--- config.mk ---
export PLATFORM = sky130hd
export DESIGN_NAME = if_byte_fetch
export DESIGN_NICKNAME = d
export VERILOG_FILES = /design/src/rtl/if_byte_fetch.sv
export SDC_FILE = /design/constraint.sdc
export NUM_CORES = 1
export LEC_CHECK = 0
export BUFFER_PORTS_ARGS = -buffer_cell sky130_fd_sc_hd__buf_4
export CAP_MARGIN = 15
export CORE_UTILIZATION = 44
export CTS_CLUSTER_SIZE = 16
export DETAILED_ROUTE_END_ITERATION = 12
export GPL_ROUTABILITY_DRIVEN = 0
export PLACE_DENSITY = 0.7
export SYNTH_ARGS = -nofsm -noshare
export SYNTH_HDL_FRONTEND = slang
export SYNTH_SLANG_ARGS = --single-unit
--- constraint.sdc ---
create_clock -name clk -period 5.4 [get_ports clk]
set_clock_uncertainty 0.05 [all_clocks]
set_input_delay 0.54 -clock clk [delete_from_list [all_inputs] [get_ports clk]]
set_output_delay 0.54 -clock clk [all_outputs]
set_load 0.02 [all_outputs]
--- src/rtl/if_byte_fetch.sv ---
// rtl/if_byte_fetch.sv - byte-serial instruction fetch with big-endian assembly and output FIFO
// Issues four byte reads per instruction, packs them MSB-first and queues {instr, pc} for decode.
module if_byte_fetch #(
  parameter int unsigned       ADDR_W   = 32,
  parameter int unsigned       DEPTH    = 2,
  parameter logic [ADDR_W-1:0] RESET_PC = '0
) (
  input  logic              clk,
  input  logic              rst,
  output logic              imem_en,
  output logic [ADDR_W-1:0] imem_addr,
  input  logic [7:0]        imem_rdata,
  input  logic              redirect,
  input  logic [ADDR_W-1:0] redirect_pc,
  output logic              out_valid,
  input  logic              out_ready,
  output logic [31:0]       out_instr,
  output logic [ADDR_W-1:0] out_pc
);

  localparam int unsigned PTR_W = (DEPTH > 1) ? $clog2(DEPTH) : 1;
  localparam int unsigned CNT_W = $clog2(DEPTH + 1);

  localparam logic [0:0] ST_HOLD  = 1'b0;
  localparam logic [0:0] ST_ISSUE = 1'b1;

  logic [0:0]        state_q,      state_d;
  logic [ADDR_W-1:0] fetch_pc_q,   fetch_pc_d;
  logic [1:0]        byte_cnt_q,   byte_cnt_d;
  logic [31:0]       asm_q,        asm_d;
  logic              rd_pending_q, rd_pending_d;
  logic              rd_last_q,    rd_last_d;
  logic [CNT_W-1:0]  count_q,      count_d;
  logic [PTR_W-1:0]  rd_ptr_q,     rd_ptr_d;
  logic [PTR_W-1:0]  wr_ptr_q,     wr_ptr_d;

  logic [31:0]       instr_mem [DEPTH];
  logic [ADDR_W-1:0] pc_mem    [DEPTH];

  logic              issue;
  logic              under_asm;
  logic [CNT_W:0]    occ;
  logic              start_ok;
  logic              push;
  logic              pop;
  logic [31:0]       push_instr;
  logic [ADDR_W-1:0] push_pc;

  // Outputs are decoded from registered state so reset clears them without a combinational path.
  assign issue     = (state_q == ST_ISSUE);
  assign imem_en   = issue;
  assign imem_addr = issue ? (fetch_pc_q + {{(ADDR_W-2){1'b0}}, byte_cnt_q}) : '0;

  // An instruction still being issued or returning reserves a FIFO slot; a same-cycle pop does not free one.
  assign under_asm = issue | rd_pending_q;
  assign occ       = {1'b0, count_q} + {{CNT_W{1'b0}}, under_asm};
  assign start_ok  = (occ < (CNT_W+1)'(DEPTH));

  assign out_valid  = (count_q != '0);
  assign out_instr  = out_valid ? instr_mem[rd_ptr_q] : '0;
  assign out_pc     = out_valid ? pc_mem[rd_ptr_q]    : '0;

  // fetch_pc already advanced past this instruction when its last byte was issued.
  assign push_instr = {asm_q[23:0], imem_rdata};
  assign push_pc    = fetch_pc_q - ADDR_W'(4);
  assign push       = rd_pending_q & rd_last_q & ~redirect;
  assign pop        = out_valid & out_ready & ~redirect;

  always_comb begin
    state_d      = state_q;
    fetch_pc_d   = fetch_pc_q;
    byte_cnt_d   = byte_cnt_q;
    asm_d        = asm_q;
    rd_pending_d = issue;
    rd_last_d    = issue && (byte_cnt_q == 2'd3);
    count_d      = count_q;
    rd_ptr_d     = rd_ptr_q;
    wr_ptr_d     = wr_ptr_q;

    if (rd_pending_q) begin
      asm_d = push_instr;
    end

    if (issue) begin
      if (byte_cnt_q == 2'd3) begin
        fetch_pc_d = fetch_pc_q + ADDR_W'(4);
        byte_cnt_d = 2'd0;
        state_d    = start_ok ? ST_ISSUE : ST_HOLD;
      end else begin
        byte_cnt_d = byte_cnt_q + 2'd1;
      end
    end else begin
      state_d = start_ok ? ST_ISSUE : ST_HOLD;
    end

    if (push) begin
      wr_ptr_d = wr_ptr_q + PTR_W'(1);
    end
    if (pop) begin
      rd_ptr_d = rd_ptr_q + PTR_W'(1);
    end
    case ({push, pop})
      2'b10:   count_d = count_q + CNT_W'(1);
      2'b01:   count_d = count_q - CNT_W'(1);
      default: count_d = count_q;
    endcase

    if (redirect) begin
      count_d      = '0;
      rd_ptr_d     = '0;
      wr_ptr_d     = '0;
      rd_pending_d = 1'b0;
      rd_last_d    = 1'b0;
      fetch_pc_d   = {redirect_pc[ADDR_W-1:2], 2'b00};
      byte_cnt_d   = 2'd0;
      state_d      = ST_ISSUE;
    end
  end

  always_ff @(posedge clk or negedge rst) begin
    if (!rst) begin
      state_q      <= ST_HOLD;
      fetch_pc_q   <= RESET_PC;
      byte_cnt_q   <= 2'd0;
      asm_q        <= '0;
      rd_pending_q <= 1'b0;
      rd_last_q    <= 1'b0;
      count_q      <= '0;
      rd_ptr_q     <= '0;
      wr_ptr_q     <= '0;
    end else begin
      state_q      <= state_d;
      fetch_pc_q   <= fetch_pc_d;
      byte_cnt_q   <= byte_cnt_d;
      asm_q        <= asm_d;
      rd_pending_q <= rd_pending_d;
      rd_last_q    <= rd_last_d;
      count_q      <= count_d;
      rd_ptr_q     <= rd_ptr_d;
      wr_ptr_q     <= wr_ptr_d;
    end
  end

  always_ff @(posedge clk) begin
    if (push) begin
      instr_mem[wr_ptr_q] <= push_instr;
      pc_mem[wr_ptr_q]    <= push_pc;
    end
  end

endmodule

==> flow_summary.ini <==
[outcome]
outcome = complete, no violations

[global_routing]
grt_usage = 0.1839
grt_pass1_wl_mm = 28.04
antenna_found_initial = 0
grt_overflow = 0
grt_pass1_vias = 5386
grt_max_degree = 64

[pwr]
ir_drop_mv = 0.2111
p_per_area_nw_per_um2 = 318.0
leakagePower_nw = 3.809
power.total_w = 0.003264

[detailed_routing]
drt_drc_violations_left = 0
avgRoutedWirePerCell_um = 16.81
vias = 5517
wl_mm = 17.50
first_pass_iters = 4
drt-vias-per-instance = 5.300
drtAntennaViolNets = 0
drtIter0Drc = 216

[layout]
layout_commonest_cell = buf_4
final_cell_mix = buf_4, edfxtp_1, nor2_1
syn2layout_area_growth_pct = 21.18
drive_gt1_frac = 0.2553
n_antenna_cell = 0
fin_nets = 841

[worst_setup_path]
crit_family = flip-flops
r2r_slack_ns = 2.65
crit_path_start_kind = register
end_kind = output port
required_ns = 4.81
critPathMaxStageDelay_ns = 1.13
worst-path-max-fanout = 63
slowest_stage = dfrtp_4
crit_buf_inv = 1
worst-endpoint-arrival_ns = 2.24
path_class = register to output port
crit_chain = mux2i_1 > nor2_1 > buf_4

[clock_tree]
cts_buffers = 17
post_cts_buffers = 0
post_cts_resized = 0
cts-root-buf = clkbuf_16
cts_tree = yes
clk_path_buf_depth = 2
worstSkewPairLatency_ns = 0.42
cts_sinks = 187
htreeDepth = 4
hold_buffers = 0
clkTransAtPathRegs_ns = 0.07

[placed_design]
dpl.hpwl_mm = 11.40
dpl_worst_slack_ns = 2.525
io_buffers = 137

[synthesis]
synth_warnings = 0
synth_area_per_cell_um2 = 12.44
synth_edf_count = 124
synth.largest_area_cell = edfxtp_1
yosys-top-cells-area = edfxtp_1, dfrtp_1, mux2i_1
synthFlopType = edfxtp_1
synthesis.area_um2 = 8471
synth-seq-area-share = 0.6257
ys_ff_latch = 187
async_flop_share = 0.3369
synthCells = 681
netlist.area_leader.share = 0.4396
ys_types = 43

[die]
dieArea_um2 = 19810
die_w_um = 140.8
pin_count = 142
die_h_um = 140.8
start_util = 0.4513
rows = 50
coreArea_um2 = 18770

[sta]
tightest_slew_ns = 1.117
whs_ns = 0.1752
grt_setup_unrepaired = false
finalHoldViolCount = 0
post-route-min-period_ns = 2.832
drv_slew = 0
fin_crit_sh = 0.5245
clock.fmax_mhz = 353.1
fin_ws_ns = 2.568
slew_headroom = 0.2550
setup_viol_count_final = 0
final.setup.tns_ns = 0

[flow_run]
max-cap-violations = 0

[min_path]
min_path_type = primary input to async pin
-- cell families (layout without fill, tap and decap cells) --
kind of cell    count (synthesis)  after routing  synth area share
mux                            90             90            0.1100
xor+xnor                       40             40           0.04136
other cells                     1              2         0.0004427
simple gates                  244            244            0.1461
compound gates                 57             57           0.04166
flops                         187            187            0.6257
buf+inv                        59            184           0.03028
fa+ha+maj                       3              3          0.004432
-- state kept, by name, summed over array words and instances, names as in the netlist --
name / cells
asm_q: 24
pc_mem: 60
instr_mem: 64
imem_en: 1
rd_pending_q: 1
count_q: 2
byte_cnt_q: 2
wr_ptr_q: 1
fetch_pc_q: 30
rd_ptr_q: 1
rd_last_q: 1
-- final timing paths --
path,start,to,depth (start not counted)
worst max-delay path,rd_ptr_q,out_pc[13],3
worst min-delay path,rst,fetch_pc_q[6],1
worst max register to register,imem_en,fetch_pc_q[24],4
worst min register to register,asm_q[17],instr_mem[0][25],0
max in group asynchronous,rst,rd_ptr_q,1
min in group clk,imem_rdata[1],instr_mem[0][1],1
-- routing by layer --
metal,part of all wire,global-route usage,vias to the layer above
met5,0,0,-
met4,0.0077,0.04863,0
met3,0.050,0.04246,10
met2,0.49,0.3077,153
met1,0.45,0.2411,2679
li1,-,-,2675
-- through the flow --
stage,instance area (µm²),utilization,instances
3_3_place_gp,9642,0.5137,1009
3_5_place_dp,9642,0.5137,1009
2_1_floorplan,8479,-,682
4_1_cts,10260,0.5469,1041
5_1_grt,10260,0.5469,1041
6_report,10260,0.5469,1041
-- worst register-to-register path, stage by stage (launching register included) --
cell and delay (ns):
dfrtp_1 0.96, and3_1 0.56, nand3_1 0.39, or4_1 0.56, a31oi_1 0.16
-- cells in the mapped netlist (2+ instances only) --
| cell type | n |
|---|---|
| nand4_1 | 7 |
| nand3_1 | 15 |
| inv_1 | 9 |
| nor4_1 | 5 |
| o21ai_0 | 23 |
| dfrtp_1 | 63 |
| and3_1 | 4 |
| edfxtp_1 | 124 |
| and4_1 | 5 |
| clkbuf_1 | 32 |
| xnor2_1 | 11 |
| nor3_1 | 12 |
| o41ai_1 | 3 |
| nand2_1 | 34 |
| buf_2 | 4 |
| xor2_1 | 29 |
| mux2_2 | 25 |
| a21oi_1 | 2 |
| a31oi_1 | 15 |
| ha_1 | 3 |
| nor2_1 | 100 |
| nand4_2 | 2 |
| and2_1 | 28 |
| or3_1 | 10 |
| mux2i_1 | 65 |
| or4_1 | 14 |
| buf_4 | 6 |
| buf_1 | 7 |
| o31ai_1 | 10 |
-- area by class of cell --
type                    instances  area, µm²
fillers                      1587       8503
clock buffers                  22      454.2
inverters                       9      33.78
well taps                     234      292.8
flip-flops and latches        187       5304
repair buffers                143       1074
multi-input cells             436       2938
clock inverters                10      168.9
-- where the power goes --
group | switching (W) | internal (W) | leakage [nW]
combinational | 0.000147 | 0.000130 | 1.66
clock | 0.000509 | 0.000790 | 0.291
sequential | 0.0000809 | 0.00161 | 1.86
total | 0.000737 | 0.00253 | 3.81
No activity file was read; power rests on OpenSTA's default activity.
